### config.mk
export PLATFORM = sky130hd
export DESIGN_NAME = mem_ctrl_flat
export DESIGN_NICKNAME = d
export VERILOG_FILES = /design/src/rtl/mem_ctrl_if.sv /design/src/rtl/mem_ctrl.sv /design/src/flat_wrapper.sv
export SDC_FILE = /design/constraint.sdc
export NUM_CORES = 1
export LEC_CHECK = 0
export ABC_AREA = 1
export ABC_CLOCK_PERIOD_IN_PS = 3600
export CAP_MARGIN = 20
export CORE_ASPECT_RATIO = 1.1
export CORE_MARGIN = 2
export CORE_UTILIZATION = 53
export DETAILED_ROUTE_END_ITERATION = 8
export PLACE_DENSITY = 0.9
export SLEW_MARGIN = 20
export SYNTH_ARGS = -nofsm -noshare
export SYNTH_HDL_FRONTEND = slang
export SYNTH_SLANG_ARGS = --single-unit
### constraint.sdc
create_clock -name clk_in -period 3.6 [get_ports clk_in]
set_input_delay 0.54 -clock clk_in [delete_from_list [all_inputs] [get_ports clk_in]]
set_output_delay 0.54 -clock clk_in [all_outputs]
set_load 0.02 [all_outputs]
### src/rtl/mem_ctrl_if.sv
// Purpose: CPU-side request ports (IF fetch, MEM data) and the byte-wide RAM/IO bus of mem_ctrl.
// Latency: none (wiring only).
// Backpressure: none here; stalls come from the global rdy_in and from io_buffer_full.
// Ports: if_* = fetch port, dc_* = data port, mem_* = RAM/IO bus, io_buffer_full = UART TX full.
interface mem_ctrl_if #(
  parameter int ADDR_W = 32
);
  logic              if_req;
  logic [ADDR_W-1:0] if_addr;
  logic              if_flush;
  logic              if_done;
  logic [31:0]       if_inst;

  logic              dc_req;
  logic              dc_we;
  logic [1:0]        dc_size;
  logic [ADDR_W-1:0] dc_addr;
  logic [31:0]       dc_wdata;
  logic              dc_done;
  logic [31:0]       dc_rdata;

  logic [7:0]        mem_din;
  logic [7:0]        mem_dout;
  logic [ADDR_W-1:0] mem_a;
  logic              mem_wr;
  logic              io_buffer_full;

  // Controller side.
  modport slave (
    input  if_req, if_addr, if_flush,
    output if_done, if_inst,
    input  dc_req, dc_we, dc_size, dc_addr, dc_wdata,
    output dc_done, dc_rdata,
    input  mem_din, io_buffer_full,
    output mem_dout, mem_a, mem_wr
  );

  // Pipeline / memory side.
  modport master (
    output if_req, if_addr, if_flush,
    input  if_done, if_inst,
    output dc_req, dc_we, dc_size, dc_addr, dc_wdata,
    input  dc_done, dc_rdata,
    output mem_din, io_buffer_full,
    input  mem_dout, mem_a, mem_wr
  );
endinterface

### src/rtl/mem_ctrl.sv
// Purpose: arbitrates IF fetch vs MEM load/store onto one 8-bit RAM/IO bus, assembling/splitting LE words.
// Latency: N-byte read -> done registered N+1 edges after acceptance; N-byte write -> done with last byte.
// Backpressure: rdy_in low freezes all state (mem_wr gated off); IO stores wait in IOWAIT while io_buffer_full.
// Ports: clk_in, rst_in (async, active low), rdy_in (global ready), bus (mem_ctrl_if.slave).
module mem_ctrl #(
  parameter int         ADDR_W = 32,
  parameter logic [1:0] IO_SEL = 2'b11
) (
  input  logic       clk_in,
  input  logic       rst_in,
  input  logic       rdy_in,
  mem_ctrl_if.slave  bus
);

  typedef enum logic [1:0] {S_IDLE, S_READ, S_WRITE, S_IOWAIT} state_e;

  state_e            state_q, state_d;
  logic [2:0]        cnt_q, cnt_d;         // READ/WRITE: index of byte currently on mem_a
  logic [2:0]        nbytes_q, nbytes_d;
  logic [ADDR_W-1:0] addr_q, addr_d;
  logic [31:0]       wdata_q, wdata_d;
  logic [31:0]       data_q, data_d;       // read word under assembly
  logic              is_if_q, is_if_d;
  logic [ADDR_W-1:0] mem_a_q, mem_a_d;
  logic [7:0]        mem_dout_q, mem_dout_d;
  logic              mem_wr_q, mem_wr_d;
  logic              if_done_q, if_done_d;
  logic              dc_done_q, dc_done_d;
  logic [31:0]       if_inst_q, if_inst_d;
  logic [31:0]       dc_rdata_q, dc_rdata_d;

  // The RAM keeps clocking while rdy_in is low, so the byte due on the first
  // frozen edge would be overwritten by the time we resume. Capture it there
  // and consume it on the resume edge instead of mem_din.
  logic              stall_q, stall_d;
  logic [7:0]        din_hold_q, din_hold_d;

  logic [2:0]        cnt_nxt;
  logic [2:0]        dc_nbytes;
  logic              dc_is_io;
  logic [7:0]        rd_byte;
  logic [31:0]       rd_word;

  always_comb begin
    state_d    = state_q;
    cnt_d      = cnt_q;
    nbytes_d   = nbytes_q;
    addr_d     = addr_q;
    wdata_d    = wdata_q;
    data_d     = data_q;
    is_if_d    = is_if_q;
    mem_a_d    = mem_a_q;
    mem_dout_d = mem_dout_q;
    mem_wr_d   = mem_wr_q;
    if_done_d  = 1'b0;
    dc_done_d  = 1'b0;
    if_inst_d  = if_inst_q;
    dc_rdata_d = dc_rdata_q;

    stall_d    = ~rdy_in;
    din_hold_d = (!rdy_in && !stall_q) ? bus.mem_din : din_hold_q;

    cnt_nxt   = cnt_q + 3'd1;
    dc_nbytes = (bus.dc_size == 2'd0) ? 3'd1 : (bus.dc_size == 2'd1) ? 3'd2 : 3'd4;
    dc_is_io  = (bus.dc_addr[17:16] == IO_SEL);
    rd_byte   = stall_q ? din_hold_q : bus.mem_din;
    // Byte cnt_q-1 arrives two edges after it was addressed.
    rd_word   = data_q | ({24'd0, rd_byte} << {cnt_q[1:0] - 2'd1, 3'b000});

    case (state_q)
      S_IDLE: begin
        mem_a_d    = '0;
        mem_wr_d   = 1'b0;
        mem_dout_d = 8'd0;
        cnt_d      = 3'd0;
        if (bus.dc_req) begin
          addr_d   = bus.dc_addr;
          wdata_d  = bus.dc_wdata;
          nbytes_d = dc_nbytes;
          is_if_d  = 1'b0;
          data_d   = 32'd0;
          mem_a_d  = bus.dc_addr;
          if (!bus.dc_we) begin
            state_d = S_READ;
          end else if (dc_is_io && bus.io_buffer_full) begin
            state_d = S_IOWAIT;
          end else begin
            state_d    = S_WRITE;
            mem_wr_d   = 1'b1;
            mem_dout_d = bus.dc_wdata[7:0];
            dc_done_d  = (dc_nbytes == 3'd1);
          end
        end else if (bus.if_req && !bus.if_flush) begin
          addr_d   = bus.if_addr;
          nbytes_d = 3'd4;
          is_if_d  = 1'b1;
          data_d   = 32'd0;
          mem_a_d  = bus.if_addr;
          state_d  = S_READ;
        end
      end

      S_READ: begin
        if (is_if_q && bus.if_flush) begin
          state_d = S_IDLE;
          mem_a_d = '0;
          cnt_d   = 3'd0;
        end else begin
          if (cnt_q != 3'd0) data_d = rd_word;
          if (cnt_q == nbytes_q) begin
            state_d = S_IDLE;
            mem_a_d = '0;
            cnt_d   = 3'd0;
            if (is_if_q) begin
              if_inst_d = rd_word;
              if_done_d = 1'b1;
            end else begin
              dc_rdata_d = rd_word;
              dc_done_d  = 1'b1;
            end
          end else begin
            cnt_d = cnt_nxt;
            // Past the last byte the address just holds until data drains.
            if (cnt_nxt < nbytes_q) mem_a_d = addr_q + ADDR_W'(cnt_nxt);
          end
        end
      end

      S_WRITE: begin
        if (cnt_nxt < nbytes_q) begin
          cnt_d      = cnt_nxt;
          mem_a_d    = addr_q + ADDR_W'(cnt_nxt);
          mem_dout_d = wdata_q[{cnt_nxt[1:0], 3'b000} +: 8];
          mem_wr_d   = 1'b1;
          dc_done_d  = (cnt_nxt == nbytes_q - 3'd1);
        end else begin
          state_d    = S_IDLE;
          cnt_d      = 3'd0;
          mem_a_d    = '0;
          mem_wr_d   = 1'b0;
          mem_dout_d = 8'd0;
        end
      end

      S_IOWAIT: begin
        // Fullness is only checked before byte 0; once going, the store completes.
        if (!bus.io_buffer_full) begin
          state_d    = S_WRITE;
          cnt_d      = 3'd0;
          mem_a_d    = addr_q;
          mem_dout_d = wdata_q[7:0];
          mem_wr_d   = 1'b1;
          dc_done_d  = (nbytes_q == 3'd1);
        end
      end

      default: state_d = S_IDLE;
    endcase
  end

  always_ff @(posedge clk_in or negedge rst_in) begin
    if (!rst_in) begin
      state_q    <= S_IDLE;
      cnt_q      <= 3'd0;
      nbytes_q   <= 3'd0;
      addr_q     <= '0;
      wdata_q    <= 32'd0;
      data_q     <= 32'd0;
      is_if_q    <= 1'b0;
      mem_a_q    <= '0;
      mem_dout_q <= 8'd0;
      mem_wr_q   <= 1'b0;
      if_done_q  <= 1'b0;
      dc_done_q  <= 1'b0;
      if_inst_q  <= 32'd0;
      dc_rdata_q <= 32'd0;
    end else if (rdy_in) begin
      state_q    <= state_d;
      cnt_q      <= cnt_d;
      nbytes_q   <= nbytes_d;
      addr_q     <= addr_d;
      wdata_q    <= wdata_d;
      data_q     <= data_d;
      is_if_q    <= is_if_d;
      mem_a_q    <= mem_a_d;
      mem_dout_q <= mem_dout_d;
      mem_wr_q   <= mem_wr_d;
      if_done_q  <= if_done_d;
      dc_done_q  <= dc_done_d;
      if_inst_q  <= if_inst_d;
      dc_rdata_q <= dc_rdata_d;
    end
  end

  always_ff @(posedge clk_in or negedge rst_in) begin
    if (!rst_in) begin
      stall_q    <= 1'b0;
      din_hold_q <= 8'd0;
    end else begin
      stall_q    <= stall_d;
      din_hold_q <= din_hold_d;
    end
  end

  assign bus.mem_a    = mem_a_q;
  assign bus.mem_dout = mem_dout_q;
  assign bus.mem_wr   = mem_wr_q & rdy_in;
  assign bus.if_done  = if_done_q;
  assign bus.if_inst  = if_inst_q;
  assign bus.dc_done  = dc_done_q;
  assign bus.dc_rdata = dc_rdata_q;

endmodule

### src/flat_wrapper.sv
// flat-port wrapper written by rule: the top's interface ports become plain ports
module mem_ctrl_flat 
#(
  parameter int         ADDR_W = 32,
  parameter logic [1:0] IO_SEL = 2'b11
)
  (clk_in, rst_in, rdy_in, bus_if_req, bus_if_addr, bus_if_flush, bus_if_done, bus_if_inst, bus_dc_req, bus_dc_we, bus_dc_size, bus_dc_addr, bus_dc_wdata, bus_dc_done, bus_dc_rdata, bus_mem_din, bus_io_buffer_full, bus_mem_dout, bus_mem_a, bus_mem_wr);
  mem_ctrl_if #(.ADDR_W(ADDR_W)) bus_i ();
  input  logic clk_in;
  input  logic rst_in;
  input  logic rdy_in;
  input wire logic [$bits(bus_i.if_req)-1:0] bus_if_req;
  input wire logic [$bits(bus_i.if_addr)-1:0] bus_if_addr;
  input wire logic [$bits(bus_i.if_flush)-1:0] bus_if_flush;
  output wire logic [$bits(bus_i.if_done)-1:0] bus_if_done;
  output wire logic [$bits(bus_i.if_inst)-1:0] bus_if_inst;
  input wire logic [$bits(bus_i.dc_req)-1:0] bus_dc_req;
  input wire logic [$bits(bus_i.dc_we)-1:0] bus_dc_we;
  input wire logic [$bits(bus_i.dc_size)-1:0] bus_dc_size;
  input wire logic [$bits(bus_i.dc_addr)-1:0] bus_dc_addr;
  input wire logic [$bits(bus_i.dc_wdata)-1:0] bus_dc_wdata;
  output wire logic [$bits(bus_i.dc_done)-1:0] bus_dc_done;
  output wire logic [$bits(bus_i.dc_rdata)-1:0] bus_dc_rdata;
  input wire logic [$bits(bus_i.mem_din)-1:0] bus_mem_din;
  input wire logic [$bits(bus_i.io_buffer_full)-1:0] bus_io_buffer_full;
  output wire logic [$bits(bus_i.mem_dout)-1:0] bus_mem_dout;
  output wire logic [$bits(bus_i.mem_a)-1:0] bus_mem_a;
  output wire logic [$bits(bus_i.mem_wr)-1:0] bus_mem_wr;
  assign bus_i.if_req = bus_if_req;
  assign bus_i.if_addr = bus_if_addr;
  assign bus_i.if_flush = bus_if_flush;
  assign bus_if_done = bus_i.if_done;
  assign bus_if_inst = bus_i.if_inst;
  assign bus_i.dc_req = bus_dc_req;
  assign bus_i.dc_we = bus_dc_we;
  assign bus_i.dc_size = bus_dc_size;
  assign bus_i.dc_addr = bus_dc_addr;
  assign bus_i.dc_wdata = bus_dc_wdata;
  assign bus_dc_done = bus_i.dc_done;
  assign bus_dc_rdata = bus_i.dc_rdata;
  assign bus_i.mem_din = bus_mem_din;
  assign bus_i.io_buffer_full = bus_io_buffer_full;
  assign bus_mem_dout = bus_i.mem_dout;
  assign bus_mem_a = bus_i.mem_a;
  assign bus_mem_wr = bus_i.mem_wr;
  mem_ctrl #(.ADDR_W(ADDR_W), .IO_SEL(IO_SEL)) u_core (.clk_in(clk_in), .rst_in(rst_in), .rdy_in(rdy_in), .bus(bus_i));
endmodule
==> reports/metrics.cfg <==
[run_status]
status = finished, final reports clean

[clock_tree]
clk_pin_slew_ns = 0.06
post_cts_resize_count = 0
clock_latency_ns = 0.50
numClockSinks = 221
htree_levels = 1
cts_root_buffer = clkbuf_16
cts_made_buffers = 22
cts_setup_buffers = 0
ctsHoldBuffers = 0
cts_tree = done
clock_path_buffers = 3

[yosys]
synth_cells = 1478
synth_area_um2 = 11500
yosysMostFrequentCell = nand2_1
synth_area_leader_cell = dfrtp_1
synth_top_family_by_area = simple AND/OR/NAND/NOR gates
synth_cell_types = 40
ys_ff_latch = 221
synth_xor_area_share_pct = 1.06
synth-async-reset-ratio_pct = 100
ys_warn_count = 0
synth_area_leaders = dfrtp_1 48%, nand2_1 14%, o21ai_0 6.1%
ys_seq_area_share_pct = 47.9
synth_top_area_share_pct = 47.9
ys_top_cells_by_count = 430 x nand2_1, 221 x dfrtp_1, 141 x o21ai_0, 136 x inv_1, 97 x a21oi_1
synthMuxAreaShare_pct = 0
synth_nets = 1608
synthAdderAreaFrac_pct = 1.80
synth-compound-area-share_pct = 19.8
synth_top_flop_cell = dfrtp_1
synth_simple_gate_area_share_pct = 21.1
synth_edf_count = 0
syn_area_per_cell_um2 = 7.80

[sta]
setup_viol = 0
finalWorstSetupSlack_ns = 0.395
period_minus_slack_ns = 3.20
finClkSkew_ns = 0.0118
hold_ws_ns = 0.0881
fin_crit_sh_pct = 89.0
maxSlewHeadroom_pct = 37.3
finalHoldViolations = 0
setup_tns_ns = 0
rsz0062_at_grt = false
fmaxAchievable_mhz = 312
drv_slew = 0
worst_pin_slew_ns = 0.936

[grt]
grt_pass1_wl_um = 54000
grt-ovfl-total = 0
grt_pass1_vias = 10900
antenna_found_initial = 1
grt_max_degree = 103
grt_use_total_pct = 29.1

[cells_and_area]
fin_area_um2 = 14600
seq_area_um2 = 5530
area_delta_synth_final_pct = 27.0
antenna_cells = 0
num-fill-cells = 1702
nNetsFinal = 1793
drive_above_1_share_pct = 6.97
multi_input_area_um2 = 5050

[die]
start_util_pct = 54.0
die_h_um = 159
die_area_um2 = 23000
boundaryPins = 221
core_region_area_um2 = 21400
die_x_um = 145
core.rowCount = 56

[routing]
postRouteAntennaNets = 0
met2_length_um = 15500
wl_met3_um = 2550
wl_um = 33000
m1WireLength_um = 13500
via_count = 10900
post-route-drc-count = 0
initialDrtViolationCount = 742
avgRoutedWirePerCell_um = 16.7
viasPerCell = 5.55
top_layer_used = met5
drt_pass1_iterations = 5

[place]
place_area_um2 = 13900
io_buffers = 220
gp_congestion = 0.946
dp_hpwl_um = 23600
preCtsSetupSlack_ns = 0.473

[setup_path]
cp-end-kind = flip-flop
max_stage_delay_ns = 0.76
worst_path_max_delay_cell = ha_1
r2r_start = u_core.cnt_q[0]$_DFFE_PN0P_
worstSetupPathType = flip-flop to flip-flop
cp_cell_sequence = clkinv_1, ha_1, ha_1, nand3b_1, nand3_1, nand2_2, buf_4, nand3_1, o21ai_0, nand2_1, a21oi_1
crit_path_start = u_core.cnt_q[0]$_DFFE_PN0P_
cp_max_fo = 21
required_ns = 4.03
critical_path_arrival_ns = 3.63
cp-start-kind = flip-flop

[worst_hold_path]
holdCritPathClass = primary input to async pin

[pwr]
p_leak_nw = 6.62
power_per_cell_area_nw_per_um2 = 799
ir_worst_vdd_uv = 368

[flow_run]
cap_violations = 0

-- where the power goes --
group          switching [mW]  internal (mW)  leakage [nW]
clock network           0.952           1.40         0.377
logic                    3.16           1.99          3.36
registers               0.744           3.44          2.88
-- metal layers --
layer  vias up  global-route usage, %
li1       5201                      -
met1      5106                   39.1
met2       523                   47.5
met3        89                   4.13
met4         2                   12.0
met5         -                      0
-- logic make-up (layout without fill, tap and decap cells) --
family | count (synthesis) | after routing
DFF | 221 | 221
xor gates and xnor gates | 14 | 14
adders and majority gates | 16 | 16
AOI/OAI and AO/OA | 404 | 404
buffers and inverters | 223 | 424
and+or+nand+nor | 600 | 600
-- placed cells by master (no fill, tap or decap), drive strengths merged, types with 20 or more instances in the layout --
| cell type | synthesis | final |
|---|---|---|
| inv | 143 | 143 |
| buf | 50 | 20 |
| a21boi | 20 | 20 |
| o21ai | 217 | 217 |
| nand2 | 435 | 435 |
| nand3 | 45 | 45 |
| nor2 | 106 | 106 |
| clkbuf | 28 | 33 |
| clkdlybuf4s50 | 0 | 219 |
| a21oi | 99 | 99 |
| dfrtp | 221 | 221 |
| o22ai | 34 | 34 |
-- stage by stage --
step | instances | total power, mW | util (%)
2_1_floorplan | 1478 | 7.31 | -
3_3_place_gp | 1929 | 9.07 | 65.0
3_5_place_dp | 1929 | 9.28 | 65.0
4_1_cts | 1969 | 11.7 | 68.5
5_1_grt | 1969 | 12.5 | 68.5
6_report | 1969 | 11.7 | 68.5
-- state kept, by name, indices dropped and copies added (netlist names), 8 cells and up --
register	count
u_core.addr_q	32
u_core.bus.dc_rdata	32
u_core.bus.if_inst	32
u_core.bus.mem_a	32
u_core.data_q	32
u_core.wdata_q	32
u_core.bus.mem_dout	8
u_core.din_hold_q	8
-- worst max-delay path: cells and delay by family, from the launching register on --
family | cells | cell delay [ns]
buffers and inverters | 2 | 0.43
AND/OR/NAND/NOR | 5 | 0.82
adder cells (fa/ha/maj) | 2 | 1.11
AO/OA/AOI/OAI | 2 | 0.21
flip-flops | 1 | 0.54
-- final cells by class --
cell class | count | share of cell area [%]
multi-input cells | 1034 | 34.5
well taps | 290 | 2.48
clock buffers | 33 | 4.73
inverters | 145 | 3.72
repair buffers | 239 | 16.4
flip-flops and latches | 221 | 37.8
clock inverters | 7 | 0.453
-- path summary, 6_finish.rpt --
check	end	slack (ns)	cells after the start
setup / recovery	u_core.bus.mem_a[23]$_DFFE_PN0P_	0.40	11
max in group asynchronous	u_core.bus.dc_done$_DFFE_PN0P_	2.67	2
hold / removal	u_core.bus.dc_rdata[11]$_DFFE_PN0P_	0.09	1
setup reg to reg	u_core.bus.mem_a[23]$_DFFE_PN0P_	0.40	11
min in group clk_in	u_core.wdata_q[8]$_DFFE_PN0P_	0.47	2
hold reg to reg	u_core.wdata_q[8]$_DFFE_PN0P_	0.47	2
Note: power is estimated with default switching activity, not from simulation.
